$ cat config.mk
export PLATFORM = sky130hd
export DESIGN_NAME = instruction_fetch
export DESIGN_NICKNAME = d
export VERILOG_FILES = /design/src/rtl/mips_pkg.sv /design/src/rtl/fetch_next_pc.sv /design/src/rtl/instruction_fetch.sv
export SDC_FILE = /design/constraint.sdc
export NUM_CORES = 1
export LEC_CHECK = 0
export CORE_ASPECT_RATIO = 1.25
export CORE_UTILIZATION = 44
export CTS_BUF_LIST = sky130_fd_sc_hd__clkbuf_2
export DETAILED_ROUTE_END_ITERATION = 10
export PLACE_DENSITY = 0.82
export SLEW_MARGIN = 20
export SYNTH_ARGS = -nofsm -noshare
export SYNTH_HDL_FRONTEND = slang
export SYNTH_SLANG_ARGS = --single-unit
export TNS_END_PERCENT = 1
$ cat constraint.sdc
create_clock -name clk -period 3.9 [get_ports clk]
set_clock_uncertainty 0.15 [all_clocks]
set_input_delay 0.78 -clock clk [delete_from_list [all_inputs] [get_ports clk]]
set_output_delay 0.78 -clock clk [all_outputs]
set_load 0.02 [all_outputs]
$ cat src/rtl/mips_pkg.sv
// Shared MIPS definitions: opcode constants, fetch FSM encoding, reset PC and
// instruction width, used by the fetch stage and the control unit.
package mips_pkg;

  localparam int          INSTR_W          = 32;
  localparam logic [31:0] RESET_PC_DEFAULT = 32'h0000_0000;

  localparam logic [5:0] OP_RTYPE = 6'b000000;
  localparam logic [5:0] OP_J     = 6'b000010;
  localparam logic [5:0] OP_JAL   = 6'b000011;
  localparam logic [5:0] OP_BEQ   = 6'b000100;
  localparam logic [5:0] OP_BNE   = 6'b000101;
  localparam logic [5:0] OP_ADDI  = 6'b001000;
  localparam logic [5:0] OP_LW    = 6'b100011;
  localparam logic [5:0] OP_SW    = 6'b101011;

  typedef enum logic [1:0] {
    ST_REQ  = 2'b00,
    ST_WAIT = 2'b01,
    ST_HOLD = 2'b10,
    ST_KILL = 2'b11
  } fetch_state_e;

  function automatic logic is_jump_op(input logic [5:0] op);
    return (op == OP_J) || (op == OP_JAL);
  endfunction

endpackage

$ cat src/rtl/fetch_next_pc.sv
// Combinational next-PC selection for the fetch stage: reset, redirect,
// J/JAL pre-decode (only when JUMP_PREDECODE_EN is defined), pc+4, or hold.
module fetch_next_pc
  import mips_pkg::*;
#(
  parameter int                ADDR_W   = 32,
  parameter logic [ADDR_W-1:0] RESET_PC = '0
) (
  input  logic                i_reset,
  input  logic                i_redirect_valid,
  input  logic [ADDR_W-1:0]   i_redirect_pc,
  input  logic                i_capture,
  input  logic [ADDR_W-1:0]   i_pc,
  input  logic [INSTR_W-1:0]  i_rsp_data,
  output logic [ADDR_W-1:0]   o_next_pc
);

  logic [ADDR_W-1:0] w_pc_plus4;
  logic [ADDR_W-1:0] w_redirect_aligned;
  logic [ADDR_W-1:0] w_seq_pc;
  logic [ADDR_W-1:0] w_next_pc;
  logic              w_unused;

  assign w_pc_plus4         = i_pc + ADDR_W'(4);
  assign w_redirect_aligned = {i_redirect_pc[ADDR_W-1:2], 2'b00};

`ifdef JUMP_PREDECODE_EN
  // Jump target keeps the upper bits of the delay-slot PC.
  assign w_seq_pc = is_jump_op(i_rsp_data[31:26]) ?
                    {w_pc_plus4[ADDR_W-1:28], i_rsp_data[25:0], 2'b00} : w_pc_plus4;
  assign w_unused = ^i_redirect_pc[1:0];
`else
  assign w_seq_pc = w_pc_plus4;
  assign w_unused = ^{i_redirect_pc[1:0], i_rsp_data};
`endif

  // Priority: reset, then redirect, then sequential advance on capture.
  always_comb begin
    w_next_pc = i_pc;
    if (i_reset) begin
      w_next_pc = RESET_PC;
    end else if (i_redirect_valid) begin
      w_next_pc = w_redirect_aligned;
    end else if (i_capture) begin
      w_next_pc = w_seq_pc;
    end else begin
      w_next_pc = i_pc;
    end
  end

  assign o_next_pc = w_next_pc;

endmodule

$ cat src/rtl/instruction_fetch.sv
// Fetch stage: one-outstanding-request instruction fetch feeding decode.
// Optional J/JAL pre-decode is enabled by defining JUMP_PREDECODE_EN.
module instruction_fetch
  import mips_pkg::*;
#(
  parameter int                ADDR_W   = 32,
  parameter logic [ADDR_W-1:0] RESET_PC = ADDR_W'(RESET_PC_DEFAULT)
) (
  input  logic                clk,
  input  logic                reset,
  output logic                imem_req_valid,
  input  logic                imem_req_ready,
  output logic [ADDR_W-1:0]   imem_addr,
  input  logic                imem_rsp_valid,
  input  logic [INSTR_W-1:0]  imem_rsp_data,
  output logic                instr_valid,
  input  logic                instr_ready,
  output logic [INSTR_W-1:0]  instr,
  output logic [ADDR_W-1:0]   instr_pc,
  output logic [5:0]          opcode,
  input  logic                redirect_valid,
  input  logic [ADDR_W-1:0]   redirect_pc
);

  fetch_state_e       r_state;
  fetch_state_e       w_state_nxt;
  logic               w_capture;
  logic [ADDR_W-1:0]  r_pc;
  logic [ADDR_W-1:0]  w_pc_nxt;
  logic               r_instr_valid;
  logic [INSTR_W-1:0] r_instr;
  logic [ADDR_W-1:0]  r_instr_pc;

  fetch_next_pc #(
    .ADDR_W   (ADDR_W),
    .RESET_PC (RESET_PC)
  ) u_next_pc (
    .i_reset          (reset),
    .i_redirect_valid (redirect_valid),
    .i_redirect_pc    (redirect_pc),
    .i_capture        (w_capture),
    .i_pc             (r_pc),
    .i_rsp_data       (imem_rsp_data),
    .o_next_pc        (w_pc_nxt)
  );

  // State register.
  always_ff @(posedge clk) begin
    if (reset) begin
      r_state <= ST_REQ;
    end else begin
      r_state <= w_state_nxt;
    end
  end

  // Next state; a redirect with a request in flight parks in KILL to drop it.
  always_comb begin
    w_state_nxt = r_state;
    w_capture   = 1'b0;
    case (r_state)
      ST_REQ: begin
        if (imem_req_ready) begin
          w_state_nxt = redirect_valid ? ST_KILL : ST_WAIT;
        end else begin
          w_state_nxt = ST_REQ;
        end
      end
      ST_WAIT: begin
        if (redirect_valid) begin
          w_state_nxt = imem_rsp_valid ? ST_REQ : ST_KILL;
        end else if (imem_rsp_valid) begin
          w_state_nxt = ST_HOLD;
          w_capture   = 1'b1;
        end else begin
          w_state_nxt = ST_WAIT;
        end
      end
      ST_HOLD: begin
        if (redirect_valid || instr_ready) begin
          w_state_nxt = ST_REQ;
        end else begin
          w_state_nxt = ST_HOLD;
        end
      end
      ST_KILL: begin
        if (imem_rsp_valid) begin
          w_state_nxt = ST_REQ;
        end else begin
          w_state_nxt = ST_KILL;
        end
      end
      default: begin
        w_state_nxt = ST_REQ;
      end
    endcase
  end

  // PC and the instruction holding register.
  always_ff @(posedge clk) begin
    r_pc <= w_pc_nxt;
    if (reset) begin
      r_instr_valid <= 1'b0;
      r_instr       <= '0;
      r_instr_pc    <= '0;
    end else begin
      if (w_capture) begin
        r_instr    <= imem_rsp_data;
        r_instr_pc <= r_pc;
      end
      if (redirect_valid) begin
        r_instr_valid <= 1'b0;
      end else if (w_capture) begin
        r_instr_valid <= 1'b1;
      end else if ((r_state == ST_HOLD) && instr_ready) begin
        r_instr_valid <= 1'b0;
      end
    end
  end

  assign imem_req_valid = (r_state == ST_REQ) && !reset;
  assign imem_addr      = r_pc;
  assign instr_valid    = r_instr_valid;
  assign instr          = r_instr;
  assign instr_pc       = r_instr_pc;
  assign opcode         = r_instr[31:26];

endmodule

**Word-level counts from Yosys, hierarchy flattened**

Index checks and enable logic that the tools add are counted.
W data, S select, Z words.

- Register bits after elaboration: 99
- Bits of input ports: 70
- Output and inout bits: 104
- Word-level logic and storage cells: 32

- $add $sub $neg: 1
- Eq/ne operators: 3
- Muxes and demuxes: 14
- Reduce and logical (&&, ||, !) cells: 8

Operator list:

| cell | number |
|---|---|
| $mux W32 | 2 |
| $add A32 B3 Y32 const B | 1 |
| $mux W2 | 6 |
| $pmux W2 S4 | 1 |
| $mux W1 | 5 |
| $eq A2 B2 Y1 const B | 2 |
| $reduce_bool A2 Y1 | 2 |
| $eq A2 B1 Y1 const B | 1 |
| $logic_and A1 B1 Y1 | 2 |
| $logic_not A2 Y1 | 1 |
| $reduce_or A2 Y1 | 1 |
| $logic_not A1 Y1 | 1 |
| $logic_or A1 B1 Y1 | 1 |

**Depth between registers and ports, before layout**

Gate-level depths: netlist of the first run.

- Word-level depth: 5
- Depth in mapped cells: 10
- Gate-level depth less buffers: 6

**Hierarchy**

From an unflattened synthesis of the first run, not the netlist that was laid out.

- Cell total of the unflattened synthesis: 541
- Area total of the unflattened synthesis: 5056.1 um2

Modules (own cells, without submodules):

| module | instances | cells each | area an instance (um2) | seq. area each (um2) |
|---|---|---|---|---|
| instruction_fetch | 1 | 341 | 3794.9 | 1981.9 |
| fetch_next_pc | 1 | 200 | 1261.2 | 0.0 |

**Least setup slack after synthesis of the first run**

Ideal clock, no wire load.

- Kind: input port to flip-flop
- Start point: in redirect_valid
- End point: reg r_pc[20] (netlist: imem_addr[20])
- Setup time: 0.091 ns
- Arrival: 3.456 ns
- Data required time: 3.659 ns
- Setup slack: 0.203 ns
- Cell stages on the path: 10
- Path buffers: 4
- Path through: clkbuf_1 -> inv_1 -> clkbuf_1 -> buf_1 -> ha_1 -> nand4b_4 -> or4_4 -> buf_6 -> or4_1 -> a311oi_1

- Longest elaborated chain between the ends: 3
- Elaborated cells on any way between the ends: 4
- Those cells by class: mux: 3; reduce/logical: 1

Ends and longest elaborated chain:

| element | line | source |
|---|---|---|
| from (decl) | instruction_fetch.sv:21 | `input logic redirect_valid,` |
| $mux W1 | instruction_fetch.sv:69 | `if (redirect_valid) begin` |
| $mux W1 | instruction_fetch.sv:60 | `case (r_state)` |
| $reduce_bool A2 Y1 (no line) | - |  |
| to (signal assigned) | instruction_fetch.sv:100 | `r_pc <= w_pc_nxt;` |
| to (decl) | instruction_fetch.sv:28 | `logic [ADDR_W-1:0] r_pc;` |

Parallel ways exist; a longest one is shown, timed or not.
A chain may end at the register's enable or synchronous reset.

**Final worst setup path of the first run**

- Start point: in redirect_valid
- End point: reg r_pc[28] (netlist: imem_addr[28])

Same word-level chain as after synthesis.

==> impl_metrics.ini, run 1 <==
[timing]
period_minus_slack_ps = 2887
slew_viol_final = 0
setup_viol = 0
finalHoldViolations = 0
max_freq_ghz = 0.3464
maxSlewHeadroom_pct = 53.86
finalSetupTns_ps = 0
worstMarginPinSlew_ps = 692.2
rsz0062_at_grt = false
period_share_pct = 74.02

[worst_setup_path]
cp_slowest_stage_delay_ps = 630
worstReg2RegStart = imem_addr[11]$_SDFFE_PP0P_
path_class = in -> reg
cp_top_family = simple AND/OR/NAND/NOR gates
reg2reg_to = imem_addr[25]$_SDFFE_PP0P_
crit_chain = clkdlybuf4s50_1, inv_1, ha_1, nand4b_4, or4_4, or4_1, a311oi_1
cp-end-kind = flip-flop
slowest_stage = or4_4
startpoint_type = primary input
rr_worst_depth = 4
critPathMaxFanout = 11
crit_arrival_ps = 3200
cp.required_ps = 4210
rrSetupSlack_ps = 1340
cp.buffers_inverters = 2

[detailed_routing]
vias_per_cell = 5.411
drtIter0Drc = 197
routed_wl_um = 11750
vias = 4318
drc = 0
firstDrtPassIters = 5
detail_route.wl_per_cell_um = 14.72
drt.antenna.violating_nets = 0

[min_path]
hold_path_startpoint = instr_pc[28]$_SDFFE_PP0P_
hold_depth = 2
hold_class = reg -> reg
holdPathEnd = instr_pc[28]$_SDFFE_PP0P_

[synth]
ys_ff_latch = 95
ys_top_cells_by_area = dfxtp_1, nand2_1, a21oi_1, a311oi_1, clkbuf_1
synth_top_area_share_pct = 44.98
synth_cell_types = 42
synthesis.area_mm2 = 0.004228
ys_seq_area_share_pct = 44.98
syn_inst = 536
synth_edf_count = 0
yosys.area.top_type = dfxtp_1
synthArstFlopShare_pct = 0
synth.avg_cell_area_um2 = 7.888
ys_warn_count = 0
synthFlopType = dfxtp_1

[clock_tree]
cts-hold-fix-buffers = 0
insertion_delay_ps = 530
clk_pin_slew_worst_paths_ps = 250
cts.sinks = 95
cts_made_buffers = 9
cts_tree = yes
postCtsSetupRepairBufs = 0
h-tree-depth = 3
clock_path_buffers = 2
cts_resized = 0
cts_root_buf = clkbuf_2

[finish]
area_growth_pct = 42.44
multiInputGateArea_mm2 = 0.002046
register_area_mm2 = 0.001902
drive_above_1_share_pct = 4.593
final_cell_mix = clkdlybuf4s50_1, nand2_1, dfxtp_1, a21oi_1, nor2_1
final.fill_count = 780
insertedDiodeCount = 0
final_common_cell = clkdlybuf4s50_1
nNetsFinal = 744
fin_cells = 798

[pwr]
p_leak_uw = 0.002034
power.density_mw_per_mm2 = 338.5
worst_ir_drop_vdd_uv = 190.5

[floorplanning]
die_area_mm2 = 0.01001
io_pins = 174
initial_core_util_pct = 45.84
core_mm2 = 0.009223
rows = 39
die_height_um = 111.6
die_w_um = 89.68

[global_route]
grt_pass1_vias = 4068
track_usage_pct = 23.68
antenna_found_initial = 0
gr-total-overflow = 0
grt_start_max_net_pins = 69
grt_pass1_wl_um = 18680

[run]
cap_viol_max_count = 0

[placed_design]
gp_congestion = 0.7987
dpl.hpwl_um = 8020
port_buffers = 167
placedCellCount = 782

[outcome]
outcome = completed
## state kept, by name (all words and copies together), names as in the netlist
name	count
instr_pc	30
instr_valid	1
imem_addr	30
r_state	2
instr	32
## tightest hold or removal path: stages, from the launching register on
cell and delay (ps):
dfxtp_1 360, nand2_1 50, a21oi_1 50
## power breakdown
group,leakage (uW),switching (uW),internal [uW]
clock,0.000106,323,337
combinational,0.00115,154,162
sequential,0.000775,51.5,1010
total,0.00203,529,1510
## layout make-up
cell class,count,area share [%]
sequential,95,31.58
multi-input combinational,383,33.97
timing repair buffer,172,28.34
clock buffer,9,0.7480
clock inverter,7,2.244
tap,123,2.556
inverter,9,0.5610
## how the worst max path moves through the flow
stage                     startpoint                          to  slack [ps]  depth (start not counted)
6_report              redirect_valid  imem_addr[28]$_SDFFE_PP0P_        1010                          7
5_1_grt               redirect_valid  imem_addr[28]$_SDFFE_PP0P_         960                          7
4_1_cts        r_state[0]$_SDFF_PP0_              imem_req_valid        1030                          2
3_5_place_dp          redirect_valid  imem_addr[28]$_SDFFE_PP0P_         450                          7
3_3_place_gp          redirect_valid  imem_addr[28]$_SDFFE_PP0P_         530                          7
2_1_floorplan         redirect_valid  imem_addr[20]$_SDFFE_PP0P_         200                         10
## routing by layer
layer | vias to the layer above | share of wire (%) | global-route usage, % | wire length [um]
met5 | - | 0 | 0 | 0
met4 | 0 | 1.4 | 7.831 | 161
met3 | 14 | 8.4 | 5.708 | 989
met2 | 163 | 50 | 42.22 | 5890
met1 | 2017 | 40 | 26.92 | 4705
li1 | 2124 | - | - | -
## metrics by stage
step | total power, uW | cell area, um^2 | hold WS [ps] | setup slack, ps | util (%)
floorplan | 1229 | 4239 | 384.5 | 203.0 | -
global placement | 1388 | 5842 | 291.0 | 528.4 | 63.34
detailed placement | 1396 | 5842 | 296.0 | 449.0 | 63.34
CTS | 2056 | 6022 | 322.3 | 1032 | 65.30
global route | 2139 | 6022 | 341.0 | 964.0 | 65.30
finish | 2038 | 6022 | 318.7 | 1013 | 65.30
## synthesized netlist by cell type (all sizes together) (6+ instances only)
library cell	number
nor2	30
or4	18
nor3	7
o21ai	8
nand3	16
a21oi	67
buf	20
clkbuf	32
a311oi	17
inv	9
or3	6
o31ai	12
nand4	6
a211oi	7
dfxtp	95
nand2	144
## logic make-up (layout without fill, tap and decap cells)
group | after synthesis | after routing | synth area share [%]
xor gates and xnor gates | 7 | 7 | 1.450
AOI/OAI and AO/OA | 119 | 119 | 17.40
DFF | 95 | 95 | 44.98
and+or+nand+nor | 249 | 249 | 28.00
other | 1 | 4 | 0.08870
buffers and inverters | 61 | 197 | 6.896
adders and majority gates | 4 | 4 | 1.184
(Power assumes the default switching activity.)
==> run 2: changes to the inputs <==
==> constraint.sdc (replaced) <==
create_clock -name clk -period 2.9 [get_ports clk]
set_clock_uncertainty 0.15 [all_clocks]
set_input_delay 0.58 -clock clk [delete_from_list [all_inputs] [get_ports clk]]
set_output_delay 0.58 -clock clk [all_outputs]
set_load 0.02 [all_outputs]
==> run 2 against run 1 <==
Hold slack worse by 2.0 ps. Highest routed layer unchanged. First-iteration DRC count is 26% lower. Clock power decreased by 9.1%. Utilization unchanged. Critical endpoint is now imem_req_valid.
==> impl_metrics.ini, run 2 (synthesized netlist as in run 1, its figures left out) <==
[floorplanning]
die_height_um = 111.6
die_w_um = 89.68
core_mm2 = 0.009223
initial_core_util_pct = 45.84
io_pins = 174
rows = 39
die_area_mm2 = 0.01001

[finish]
nNetsFinal = 753
final.fill_count = 790
largest_reg_flops = 32
multiInputGateArea_mm2 = 0.002058
post-route-util_pct = 65.30
insertedDiodeCount = 0
drive_above_1_share_pct = 5.710
fin_cells = 806
area_growth_pct = 42.44
register_area_mm2 = 0.001902
final_common_cell = clkdlybuf4s50_1
final_cell_mix = clkdlybuf4s50_1, nand2_1, dfxtp_1, a21oi_1, nor2_1

[global_route]
grt_start_max_net_pins = 66
gr-total-overflow = 0
antenna_found_initial = 0
grt_pass1_vias = 3960
grt_pass1_wl_um = 18380
track_usage_pct = 23.28

[detailed_routing]
drt.antenna.violating_nets = 0
firstDrtPassIters = 4
routed_wl_um = 11530
detail_route.wl_per_cell_um = 14.30
vias = 4214
drc = 0
vias_per_cell = 5.228
drtIter0Drc = 145

[clock_tree]
cts_resized = 0
clk_pin_slew_worst_paths_ps = 200
cts_root_buf = clkbuf_2
postCtsSetupRepairBufs = 0
clock_path_buffers = 2
insertion_delay_ps = 560
cts_made_buffers = 9
h-tree-depth = 3
cts-hold-fix-buffers = 0
cts.sinks = 95
cts_tree = yes

[placed_design]
dpl.hpwl_um = 8311
gp_congestion = 0.8364
placedCellCount = 791
port_buffers = 167

[pwr]
p_clk_share_pct = 24.4
pwr-share-seq_pct = 58.0
p_switching_uw = 691.6
worst_ir_drop_vdd_uv = 308.0
swShare_pct = 28.13
p_leak_uw = 0.002036
power_frac_comb_pct = 17.6
internal_power_uw = 1767
power.density_mw_per_mm2 = 408.2

[timing]
worstMarginPinSlew_ps = 653.7
finalHoldViolations = 0
worst_hold_slack_ps = 316.7
period_minus_slack_ps = 2619
slew_viol_final = 0
maxSlewHeadroom_pct = 56.42
setup_viol = 0
rsz0062_at_grt = false
period_share_pct = 90.32
max_freq_ghz = 0.3818
finalSetupTns_ps = 0

[worst_setup_path]
cp.required_ps = 2170
startpoint_type = flip-flop
cp_slowest_stage_delay_ps = 630
crit_arrival_ps = 1890
slowest_stage = clkdlybuf4s50_1
cp-end-kind = output pin
path_class = reg -> out
critPathMaxFanout = 10
crit_chain = nor3_1, clkdlybuf4s50_1

[min_path]
hold_class = reg -> reg

[run]
cap_viol_max_count = 0

[outcome]
outcome = completed
## run 2: changes by cell type in the layout (fill, tap and decap cells not counted), sizes merged
| cell | delta |
|---|---|
| buf | +9 |
| bufinv | -3 |
| clkinv | +2 |
## run 2: cell type report
class                      count  area share (%)
inverter                       9          0.6025
clock buffer                   9          0.7480
sequential                    95           31.58
clock inverter                 6          0.8726
tap                          123           2.556
multi-input combinational    383           34.18
timing repair buffer         181           29.46
## run 2: routing by layer
metal,global-route usage (%),routed length (um),vias up
li1,-,-,2138
met3,5.708,871,14
met1,27.82,4740,1925
met4,7.619,180,0
met5,0,0,-
met2,40.00,5736,137
## run 2: worst paths after layout
check / slack [ps] / depth (start not counted) / from / end
hold / removal: 320 / 2 / instr[17]$_SDFFE_PP0P_ / instr[17]$_SDFFE_PP0P_
setup reg to reg: 340 / 4 / imem_addr[5]$_SDFFE_PP0P_ / imem_addr[25]$_SDFFE_PP0P_
setup / recovery: 280 / 2 / r_state[0]$_SDFF_PP0_ / imem_req_valid
hold reg to reg: 320 / 2 / instr[17]$_SDFFE_PP0P_ / instr[17]$_SDFFE_PP0P_
## run 2: critical path: cells and delay by family (launching register included)
family                 cells  cell delay (ps)
buffers and inverters      1              630
DFF                        1              490
and+or+nand+nor            1              230
## run 2: metrics by stage
step	area, um^2	worst slack [ps]	power, uW
3_3_place_gp	5924	4.437	1874
6_report	6022	280.7	2458
2_1_floorplan	4275	4.018	1657
4_1_cts	6022	230.1	2486
3_5_place_dp	5924	-42.54	1885
5_1_grt	6022	170.0	2579
## run 2: power by group through the flow
stage	Sequential, uW	Combinational (uW)	Clock (uW)
6_report	1430	433	600
5_1_grt	1440	470	673
4_1_cts	1420	437	625
3_5_place_dp	1450	435	0
3_3_place_gp	1450	428	0
2_1_floorplan	1480	173	0
==> run 3: changes to the inputs <==
--- a/config.mk
+++ b/config.mk
@@ -14,4 +14,4 @@
 export SYNTH_ARGS = -nofsm -noshare
 export SYNTH_HDL_FRONTEND = slang
 export SYNTH_SLANG_ARGS = --single-unit
-export TNS_END_PERCENT = 1
+export TNS_END_PERCENT = 50
==> results of run 3 <==
Same layout as run 2: the final DEF is identical, and so are final timing and power.
